[config.mk]
export PLATFORM = sky130hd
export DESIGN_NAME = sst_flash_sequencer_flat
export DESIGN_NICKNAME = d
export VERILOG_FILES = /design/src/rtl/sst_flash_sequencer_if.sv /design/src/rtl/sst_flash_sequencer.sv /design/src/flat_wrapper.sv
export SDC_FILE = /design/constraint.sdc
export NUM_CORES = 1
export LEC_CHECK = 0
export ABC_AREA = 0
export CORE_ASPECT_RATIO = 1.25
export CORE_MARGIN = 3
export CORE_UTILIZATION = 54
export DETAILED_ROUTE_END_ITERATION = 12
export HOLD_SLACK_MARGIN = 0.06
export PLACE_DENSITY = 0.92
export SLEW_MARGIN = 5
export SYNTH_ARGS = -nofsm -noshare
export SYNTH_HDL_FRONTEND = slang
export SYNTH_SLANG_ARGS = --single-unit
[constraint.sdc]
create_clock -name clk -period 4.5 [get_ports clk]
set_input_delay 1.35 -clock clk [delete_from_list [all_inputs] [get_ports clk]]
set_output_delay 1.35 -clock clk [all_outputs]
set_load 0.05 [all_outputs]
[src/rtl/sst_flash_sequencer_if.sv]
// Bundle of PI window, command port and SST flash pin signals.
// The slave modport is the sequencer; the master modport is the PI/command client plus the flash.
interface sst_flash_sequencer_if #(
   parameter int ADDR_W = 19
);
   logic              pi_req;
   logic [ADDR_W-1:0] pi_addr;
   logic              pi_ce_n;
   logic              pi_oe_n;
   logic              pi_we_n;
   logic              pi_gnt;
   logic              cmd_start;
   logic [2:0]        cmd_op;
   logic [ADDR_W-1:0] cmd_addr;
   logic [7:0]        cmd_data;
   logic              cmd_busy;
   logic              cmd_done;
   logic              cmd_err;
   logic [ADDR_W-1:0] sst_addr;
   logic              sst_ce_n;
   logic              sst_oe_n;
   logic              sst_we_n;
   logic [7:0]        sst_dq_o;
   logic              sst_dq_oe;
   logic [7:0]        sst_dq_i;

   modport slave (
      input  pi_req, pi_addr, pi_ce_n, pi_oe_n, pi_we_n,
      input  cmd_start, cmd_op, cmd_addr, cmd_data,
      input  sst_dq_i,
      output pi_gnt, cmd_busy, cmd_done, cmd_err,
      output sst_addr, sst_ce_n, sst_oe_n, sst_we_n, sst_dq_o, sst_dq_oe
   );

   modport master (
      output pi_req, pi_addr, pi_ce_n, pi_oe_n, pi_we_n,
      output cmd_start, cmd_op, cmd_addr, cmd_data,
      output sst_dq_i,
      input  pi_gnt, cmd_busy, cmd_done, cmd_err,
      input  sst_addr, sst_ce_n, sst_oe_n, sst_we_n, sst_dq_o, sst_dq_oe
   );
endinterface

[src/rtl/sst_flash_sequencer.sv]
// SST flash pin owner: arbitrates PI window accesses against JEDEC command sequences
// and tracks program/erase completion with DQ7 data# polling and a poll-count timeout.
//
// state    | meaning
// IDLE     | pins parked, waiting for pi_req or a pending command
// PI       | pins follow pi_* with one clock of latency
// SETUP    | CE# low, address/data driven, WE# still high
// WPULSE   | WE# low
// HOLD     | WE#/CE# high, data still driven; step advances here
// POLL_RD  | CE#/OE# low at cmd_addr, DQ7 captured on the last clock
// POLL_GAP | strobes high, poll result evaluated
// DONE     | cmd_done pulse
module sst_flash_sequencer #(
   parameter int ADDR_W    = 19,
   parameter int T_SU      = 2,
   parameter int T_WP      = 4,
   parameter int T_RD      = 3,
   parameter int TMO_PROG  = 2048,
   parameter int TMO_ERASE = 2097151
) (
   input logic                  clk,
   input logic                  cold_reset,
   sst_flash_sequencer_if.slave bus
);
   localparam int CNT_W = 8;
   localparam logic [2:0] OP_PROG = 3'd0;
   localparam logic [2:0] OP_SER  = 3'd1;
   localparam logic [2:0] OP_CER  = 3'd2;
   localparam logic [2:0] OP_IDEN = 3'd3;
   localparam logic [2:0] OP_IDEX = 3'd4;
   localparam logic [ADDR_W-1:0] C_5555 = ADDR_W'(15'h5555);
   localparam logic [ADDR_W-1:0] C_2AAA = ADDR_W'(15'h2AAA);
   localparam logic [20:0] TMO_P = 21'(TMO_PROG);
   localparam logic [20:0] TMO_E = 21'(TMO_ERASE);

   typedef enum logic [2:0] {
      S_IDLE, S_PI, S_SETUP, S_WPULSE, S_HOLD, S_POLL_RD, S_POLL_GAP, S_DONE
   } state_t;

   state_t            r_state, w_state_nxt;
   logic [2:0]        r_step, w_step_nxt;
   logic [CNT_W-1:0]  r_cnt, w_cnt_nxt;
   logic [20:0]       r_poll, w_poll_nxt;
   logic              r_dq7, w_dq7_nxt;
   logic              w_tmo_err;
   logic              r_pending, r_bad, r_busy, r_done, r_err;
   logic [2:0]        r_op;
   logic [ADDR_W-1:0] r_addr;
   logic [7:0]        r_data;
   logic [ADDR_W-1:0] r_sst_addr, w_addr;
   logic [7:0]        r_dq_o, w_dq_o;
   logic              r_ce_n, r_oe_n, r_we_n, r_dq_oe, r_gnt;
   logic              w_ce_n, w_oe_n, w_we_n, w_dq_oe, w_gnt;
   logic [ADDR_W+7:0] w_word;
   logic              w_accept, w_bad_op, w_enter_done, w_polled, w_pass_val;
   logic [2:0]        w_last;
   logic [20:0]       w_tmo;

   function automatic logic [ADDR_W+7:0] seq_word(input logic [2:0] op, input logic [2:0] step,
                                                  input logic [ADDR_W-1:0] a, input logic [7:0] d);
      logic [ADDR_W+7:0] w;
      w = {C_5555, 8'hAA};
      if (op == OP_IDEX) begin
         w = {C_5555, 8'hF0};
      end else begin
         case (step)
            3'd0:    w = {C_5555, 8'hAA};
            3'd1:    w = {C_2AAA, 8'h55};
            3'd2:    w = (op == OP_PROG) ? {C_5555, 8'hA0} :
                         (op == OP_IDEN) ? {C_5555, 8'h90} : {C_5555, 8'h80};
            3'd3:    w = (op == OP_PROG) ? {a, d} : {C_5555, 8'hAA};
            3'd4:    w = {C_2AAA, 8'h55};
            default: w = (op == OP_SER) ? {a, 8'h30} : {C_5555, 8'h10};
         endcase
      end
      return w;
   endfunction

   assign w_accept     = bus.cmd_start && !r_busy;
   assign w_bad_op     = (bus.cmd_op > OP_IDEX);
   assign w_polled     = (r_op == OP_PROG) || (r_op == OP_SER) || (r_op == OP_CER);
   assign w_pass_val   = (r_op == OP_PROG) ? r_data[7] : 1'b1;
   assign w_tmo        = (r_op == OP_PROG) ? TMO_P : TMO_E;
   assign w_last       = (r_op == OP_PROG) ? 3'd3 :
                         (r_op == OP_IDEN) ? 3'd2 :
                         (r_op == OP_IDEX) ? 3'd0 : 3'd5;
   assign w_enter_done = (w_state_nxt == S_DONE);

   always_comb begin
      w_state_nxt = r_state;
      w_step_nxt  = r_step;
      w_cnt_nxt   = r_cnt;
      w_poll_nxt  = r_poll;
      w_dq7_nxt   = r_dq7;
      w_tmo_err   = 1'b0;
      case (r_state)
         S_IDLE: begin
            // PI has priority; a pending command waits for pi_req to drop
            if (bus.pi_req) begin
               w_state_nxt = S_PI;
            end else if (r_pending) begin
               w_state_nxt = S_SETUP;
               w_step_nxt  = 3'd0;
               w_cnt_nxt   = CNT_W'(T_SU - 1);
               w_poll_nxt  = '0;
            end
         end
         S_PI: if (!bus.pi_req) w_state_nxt = S_IDLE;
         S_SETUP: begin
            if (r_cnt == '0) begin
               w_state_nxt = S_WPULSE;
               w_cnt_nxt   = CNT_W'(T_WP - 1);
            end else begin
               w_cnt_nxt = r_cnt - 1'b1;
            end
         end
         S_WPULSE: begin
            if (r_cnt == '0) w_state_nxt = S_HOLD;
            else             w_cnt_nxt   = r_cnt - 1'b1;
         end
         S_HOLD: begin
            if (r_step != w_last) begin
               w_state_nxt = S_SETUP;
               w_step_nxt  = r_step + 3'd1;
               w_cnt_nxt   = CNT_W'(T_SU - 1);
            end else if (w_polled) begin
               w_state_nxt = S_POLL_RD;
               w_cnt_nxt   = CNT_W'(T_RD - 1);
            end else begin
               w_state_nxt = S_DONE;
            end
         end
         S_POLL_RD: begin
            if (r_cnt == '0) begin
               w_state_nxt = S_POLL_GAP;
               w_dq7_nxt   = bus.sst_dq_i[7];
            end else begin
               w_cnt_nxt = r_cnt - 1'b1;
            end
         end
         S_POLL_GAP: begin
            if (r_dq7 == w_pass_val) begin
               w_state_nxt = S_DONE;
            end else if (r_poll + 21'd1 == w_tmo) begin
               w_state_nxt = S_DONE;
               w_tmo_err   = 1'b1;
            end else begin
               w_state_nxt = S_POLL_RD;
               w_poll_nxt  = r_poll + 21'd1;
               w_cnt_nxt   = CNT_W'(T_RD - 1);
            end
         end
         default: w_state_nxt = S_IDLE;
      endcase
   end

   // Pin values are derived from the next state so every output leaves a flop
   always_comb begin
      w_word  = seq_word(r_op, w_step_nxt, r_addr, r_data);
      w_ce_n  = 1'b1;
      w_oe_n  = 1'b1;
      w_we_n  = 1'b1;
      w_dq_oe = 1'b0;
      w_gnt   = 1'b0;
      w_addr  = r_sst_addr;
      w_dq_o  = r_dq_o;
      case (w_state_nxt)
         S_PI: begin
            w_gnt  = 1'b1;
            w_ce_n = bus.pi_ce_n;
            w_oe_n = bus.pi_oe_n;
            w_we_n = bus.pi_we_n;
            w_addr = bus.pi_addr;
         end
         S_SETUP, S_WPULSE, S_HOLD: begin
            w_ce_n  = (w_state_nxt == S_HOLD);
            w_we_n  = (w_state_nxt != S_WPULSE);
            w_dq_oe = 1'b1;
            w_addr  = w_word[ADDR_W+7:8];
            w_dq_o  = w_word[7:0];
         end
         S_POLL_RD: begin
            w_ce_n = 1'b0;
            w_oe_n = 1'b0;
            w_addr = r_addr;
         end
         default: ;
      endcase
   end

   always_ff @(posedge clk) begin
      if (cold_reset) begin
         r_state    <= S_IDLE;
         r_step     <= '0;
         r_cnt      <= '0;
         r_poll     <= '0;
         r_dq7      <= 1'b0;
         r_pending  <= 1'b0;
         r_bad      <= 1'b0;
         r_busy     <= 1'b0;
         r_done     <= 1'b0;
         r_err      <= 1'b0;
         r_op       <= '0;
         r_addr     <= '0;
         r_data     <= '0;
         r_sst_addr <= '0;
         r_dq_o     <= '0;
         r_ce_n     <= 1'b1;
         r_oe_n     <= 1'b1;
         r_we_n     <= 1'b1;
         r_dq_oe    <= 1'b0;
         r_gnt      <= 1'b0;
      end else begin
         r_state    <= w_state_nxt;
         r_step     <= w_step_nxt;
         r_cnt      <= w_cnt_nxt;
         r_poll     <= w_poll_nxt;
         r_dq7      <= w_dq7_nxt;
         r_sst_addr <= w_addr;
         r_dq_o     <= w_dq_o;
         r_ce_n     <= w_ce_n;
         r_oe_n     <= w_oe_n;
         r_we_n     <= w_we_n;
         r_dq_oe    <= w_dq_oe;
         r_gnt      <= w_gnt;
         // A rejected op finishes on its own one clock later, without touching the FSM
         r_done     <= w_enter_done || r_bad;
         r_bad      <= 1'b0;
         if (w_enter_done || r_bad) r_busy <= 1'b0;
         if (w_tmo_err) r_err <= 1'b1;
         if (r_state == S_IDLE && w_state_nxt == S_SETUP) r_pending <= 1'b0;
         if (w_accept) begin
            r_busy <= 1'b1;
            if (w_bad_op) begin
               r_err <= 1'b1;
               r_bad <= 1'b1;
            end else begin
               r_err     <= 1'b0;
               r_pending <= 1'b1;
               r_op      <= bus.cmd_op;
               r_addr    <= bus.cmd_addr;
               r_data    <= bus.cmd_data;
            end
         end
      end
   end

   assign bus.pi_gnt    = r_gnt;
   assign bus.cmd_busy  = r_busy;
   assign bus.cmd_done  = r_done;
   assign bus.cmd_err   = r_err;
   assign bus.sst_addr  = r_sst_addr;
   assign bus.sst_ce_n  = r_ce_n;
   assign bus.sst_oe_n  = r_oe_n;
   assign bus.sst_we_n  = r_we_n;
   assign bus.sst_dq_o  = r_dq_o;
   assign bus.sst_dq_oe = r_dq_oe;
endmodule

[src/flat_wrapper.sv]
// flat-port wrapper written by rule: the top's interface ports become plain ports
module sst_flash_sequencer_flat 
#(
   parameter int ADDR_W    = 19,
   parameter int T_SU      = 2,
   parameter int T_WP      = 4,
   parameter int T_RD      = 3,
   parameter int TMO_PROG  = 2048,
   parameter int TMO_ERASE = 2097151
)
  (clk, cold_reset, bus_pi_req, bus_pi_addr, bus_pi_ce_n, bus_pi_oe_n, bus_pi_we_n, bus_cmd_start, bus_cmd_op, bus_cmd_addr, bus_cmd_data, bus_sst_dq_i, bus_pi_gnt, bus_cmd_busy, bus_cmd_done, bus_cmd_err, bus_sst_addr, bus_sst_ce_n, bus_sst_oe_n, bus_sst_we_n, bus_sst_dq_o, bus_sst_dq_oe);
  sst_flash_sequencer_if #(.ADDR_W(ADDR_W)) bus_i ();
  input logic clk;
  input logic cold_reset;
  input wire logic [$bits(bus_i.pi_req)-1:0] bus_pi_req;
  input wire logic [$bits(bus_i.pi_addr)-1:0] bus_pi_addr;
  input wire logic [$bits(bus_i.pi_ce_n)-1:0] bus_pi_ce_n;
  input wire logic [$bits(bus_i.pi_oe_n)-1:0] bus_pi_oe_n;
  input wire logic [$bits(bus_i.pi_we_n)-1:0] bus_pi_we_n;
  input wire logic [$bits(bus_i.cmd_start)-1:0] bus_cmd_start;
  input wire logic [$bits(bus_i.cmd_op)-1:0] bus_cmd_op;
  input wire logic [$bits(bus_i.cmd_addr)-1:0] bus_cmd_addr;
  input wire logic [$bits(bus_i.cmd_data)-1:0] bus_cmd_data;
  input wire logic [$bits(bus_i.sst_dq_i)-1:0] bus_sst_dq_i;
  output wire logic [$bits(bus_i.pi_gnt)-1:0] bus_pi_gnt;
  output wire logic [$bits(bus_i.cmd_busy)-1:0] bus_cmd_busy;
  output wire logic [$bits(bus_i.cmd_done)-1:0] bus_cmd_done;
  output wire logic [$bits(bus_i.cmd_err)-1:0] bus_cmd_err;
  output wire logic [$bits(bus_i.sst_addr)-1:0] bus_sst_addr;
  output wire logic [$bits(bus_i.sst_ce_n)-1:0] bus_sst_ce_n;
  output wire logic [$bits(bus_i.sst_oe_n)-1:0] bus_sst_oe_n;
  output wire logic [$bits(bus_i.sst_we_n)-1:0] bus_sst_we_n;
  output wire logic [$bits(bus_i.sst_dq_o)-1:0] bus_sst_dq_o;
  output wire logic [$bits(bus_i.sst_dq_oe)-1:0] bus_sst_dq_oe;
  assign bus_i.pi_req = bus_pi_req;
  assign bus_i.pi_addr = bus_pi_addr;
  assign bus_i.pi_ce_n = bus_pi_ce_n;
  assign bus_i.pi_oe_n = bus_pi_oe_n;
  assign bus_i.pi_we_n = bus_pi_we_n;
  assign bus_i.cmd_start = bus_cmd_start;
  assign bus_i.cmd_op = bus_cmd_op;
  assign bus_i.cmd_addr = bus_cmd_addr;
  assign bus_i.cmd_data = bus_cmd_data;
  assign bus_i.sst_dq_i = bus_sst_dq_i;
  assign bus_pi_gnt = bus_i.pi_gnt;
  assign bus_cmd_busy = bus_i.cmd_busy;
  assign bus_cmd_done = bus_i.cmd_done;
  assign bus_cmd_err = bus_i.cmd_err;
  assign bus_sst_addr = bus_i.sst_addr;
  assign bus_sst_ce_n = bus_i.sst_ce_n;
  assign bus_sst_oe_n = bus_i.sst_oe_n;
  assign bus_sst_we_n = bus_i.sst_we_n;
  assign bus_sst_dq_o = bus_i.sst_dq_o;
  assign bus_sst_dq_oe = bus_i.sst_dq_oe;
  sst_flash_sequencer #(.ADDR_W(ADDR_W), .T_SU(T_SU), .T_WP(T_WP), .T_RD(T_RD), .TMO_PROG(TMO_PROG), .TMO_ERASE(TMO_ERASE)) u_core (.clk(clk), .cold_reset(cold_reset), .bus(bus_i));
endmodule
==> summary.md <==
| Metric | Value |
|---|---|
| Status | `finished clean` |
| Crit Path Category | `reg2reg` |
| Synth Area in Compound Gates | `~28%` |
| Top-count cell post-synth | `nand2_1` |
| Starting Density | `56.1%` |
| Unrepaired setup endpoints after global routing | `false` |
| Post-synth top area cell | `dfxtp_1` |
| Rel. slew slack | `between 20% and 30%` |
| Final Slew Violations | `0` |
| Die X | `100 um` |
| Multiplexer share of the synthesized area | `0.520%` |
| Pre-antenna DRT Iters | `5` |
| Post-synth top area share | `34.3%` |
| Reg-to-reg endpoint | `u_core.bus.sst_addr[5]$_SDFFE_PP0P_` |
| Area of the multi-input gates | `roughly 3600 um^2` |
| All-Layer GR Usage | `27.2%` |
| Routed vias | `6322` |
| Hold slack | `between 0.4 and 0.5 ns` |
| Root buffer cell | `clkbuf_16` |
| Buffer count from post-CTS setup fixing | `0` |
| Hold_sp | `u_core.r_addr[13]$_SDFFE_PP0P_` |
| CTS Buf Count | `9` |
| Mapped Avg Cell Area | `roughly 7.6 um^2` |
| Initial DRC Count | `just under 500` |
| Worst Skew | `roughly 0.015 ns` |
| CTS Hold Bufs | `0` |
| Async set-reset flop share out of synthesis | `0%` |
| Overflow after GRT | `0` |
| Combinational Power Share | `approximately 22%` |
| Sw power | `~0.74 mW` |
| Setup slack at placement | `about 0.28 ns` |
| CTS Buffer Depth | `2` |
| Post-DR vias/cell | `6.45` |
| Setup TNS Final | `0 ns` |
| Most Crowded Layer GR | `met2` |
| Worst hold path class | `reg2reg` |
| Mapped cell area | `about 6000 um^2` |
| Post-Synth Simple-Gate Area | `about 28%` |
| Setup-failing EPs final | `0` |
| Yosys cell types | `78` |
| GR Layer Usage met3 | `4.93%` |
| Placeable core area | `about 11000 um^2` |
| Worst-path maximum fanout | `19` |
| Initial antenna violation count | `0` |
| Met2 GRT Util | `about 48%` |
| Sequential-to-total area share from yosys stat | `between 30 and 40%` |
| CTS tree | `yes` |
| Cell Pwr Density | `318 nW/um^2` |
| CP Launch Type | `flip-flop` |
| Seq pwr share | `between 40% and 50%` |
| Largest net degree at the start of global routing | `64` |
| Worst Setup End Kind | `flip-flop` |
| Net count, final | `910` |
| Worst vdd ir | `0.237 mV` |
| Post-synthesis xor/xnor area fraction | `1.89%` |
| Syn Nets | `860` |
| I/O Pins | `between 90 and 100` |
| Int Pwr | `between 1.5 and 2 mW` |
| Worst setup margin | `0.414 ns` |
| First-pass GRT wire length | `around 28 mm` |
| Top post-synthesis cells by area | `dfxtp_1, a21oi_1, nand2_1` |
| Antenna cells | `0` |
| Share of cells above drive strength 1 | `6.84%` |
| Post-synthesis cell count | `approximately 790` |
| Final Hold Fails | `0` |
| Crit path time final | `4.09 ns` |
| Switching portion of total power | `32.2%` |
| Post-synth EDFFs | `0` |
| PortBufs | `91` |
| Worst EP arrival | `4.33 ns` |
| Final HPWL from detailed placement | `11.7 mm` |
| Drt wl/cell | `about 17 um` |
| Worst Tran Pin Value | `~1.1 ns` |
| Layout Utilization | `approximately two thirds` |
| # fillers | `around 850` |
| Gp weighted congestion | `between 1 and 1.5` |
| Post-Route WL | `16.8 mm` |
| Post_cts resized | `0` |
| Total Power | `approximately 2.3 mW` |
| Number of global-route vias before repair | `5834` |
| Cell Rows | `42` |
| CP required | `4.75 ns` |
| Synth Flop Type | `dfxtp_1` |
| Synth warn | `0` |
| R2R cell count | `10` |
| H-tree depth | `3` |
| Fmax | `around 0.24 GHz` |
| End of the worst hold path | `u_core.r_addr[13]$_SDFFE_PP0P_` |
| RR Startpoint | `u_core.r_poll[0]$_SDFFE_PP0P_` |
| Maxcap violations | `0` |
| M1 GR Usage | `a little under a third` |
| Worst hold path depth | `2` |
| Period utilization | `between 90% and 100%` |
| Leakage | `around 2.6 nW` |
| Clock Power Share | `34.0%` |
| Area Overhead vs Synth | `20.0%` |
| Clock slew seen by the registers of the worst setup and hold paths | `around 0.080 ns` |
| Post-route DRC | `0` |
| Die height | `around 120 um` |
| Sequential Area | `2060 um^2` |
| Synth top cells by count | `nand2_1, dfxtp_1, a21oi_1, nor2_1, o21ai_0` |
| Synth Register Bits | `103` |
| Clock sink count | `approximately 100` |
| DRT antenna net count | `0` |
| Largest family of logic cells by synthesized area | `compound AO/OA/AOI/OAI gates` |
| R2r setup slk | `0.41 ns` |
| Synth Area in Adders | `less than 1%` |
| Die ar. | `12400 um^2` |
| Clk_lat worst skew | `between 0.3 and 0.4 ns` |
[per-stage QoR]
step                      std cells  instance area (um^2)
after floorplan                 793                  6010
after global placement          964                  6920
after detailed placement        964                  6920
after CTS                       980                  7210
after global routing            980                  7210
final                           980                  7210
[layout make-up]
cell class | count | share of cell area [%]
multi-input combinational | 601 | 49.5
clock inverter | 6 | 0.798
clock buffer | 10 | 3.31
sequential | 103 | 28.6
inverter | 20 | 1.04
tap | 132 | 2.29
timing repair buffer | 108 | 14.5
[cells in the final DEF, fill, tap and decap left out, types with 16 or more instances in the layout]
cell type,count
nor2_1,64
a311oi_1,22
inv_1,20
a21oi_1,99
dfxtp_1,103
clkdlybuf4s50_1,90
nand2_1,110
nand3_1,17
o21ai_0,52
nor4_1,16
buf_4,16
[power by group through the flow]
stage,Clock [mW],Sequential (mW),Combinational [mW]
global route,0.815,1.01,0.542
finish,0.781,1.01,0.508
CTS,0.784,1.01,0.504
floorplan,0,1.13,0.209
global placement,0,1.02,0.493
detailed placement,0,1.03,0.501
[registers in the layout, indices dropped and copies added, names as in the netlist, 8 cells and up]
| name | flops |
|---|---|
| u_core.bus.sst_addr | 19 |
| u_core.r_data | 8 |
| u_core.r_addr | 19 |
| u_core.r_cnt | 8 |
| u_core.bus.sst_dq_o | 8 |
| u_core.r_poll | 21 |
[cells by family (layout without fill, tap and decap cells)]
| family | count (synthesis) | in the layout |
|---|---|---|
| mux | 3 | 3 |
| flops | 103 | 103 |
| compound gates | 261 | 261 |
| xor+xnor | 13 | 13 |
| simple gates | 321 | 321 |
| buf+inv | 89 | 144 |
| fa+ha+maj | 3 | 3 |
[worst max-delay path, cell delays in order (launching register included)]
cell and delay [ns]:
dfxtp_1 0.51, ha_1 0.48, and3_1 0.40, nand3_1 0.23, nor4_1 0.42, o2111ai_2 0.15, a2bb2oi_2 0.22, nor2_4 0.43
or4_1 0.65, a21oi_1 0.15, a311oi_1 0.32
[worst max-delay path by stage]
stage	from	end	slack [ns]	cells past startpoint
after CTS	u_core.r_poll[0]$_SDFFE_PP0P_	u_core.bus.sst_addr[5]$_SDFFE_PP0P_	0.48	10
after global placement	bus_pi_req	u_core.bus.sst_addr[0]$_SDFFE_PP0P_	0.40	10
after detailed placement	bus_pi_req	u_core.bus.sst_addr[0]$_SDFFE_PP0P_	0.28	12
final	u_core.r_poll[0]$_SDFFE_PP0P_	u_core.bus.sst_addr[5]$_SDFFE_PP0P_	0.41	10
after floorplan	bus_pi_req	u_core.bus.sst_addr[11]$_SDFFE_PP0P_	1.26	11
after global routing	u_core.r_poll[0]$_SDFFE_PP0P_	u_core.bus.sst_addr[5]$_SDFFE_PP0P_	0.07	10
[metal layers]
| layer | wire length [um] | vias up |
|---|---|---|
| met1 | 6600 | 2971 |
| met3 | 957 | 56 |
| met2 | 8610 | 267 |
| li1 | - | 3028 |
| met4 | 672 | 0 |
| met5 | 0 | - |
Note: power is estimated with default switching activity, not from simulation.
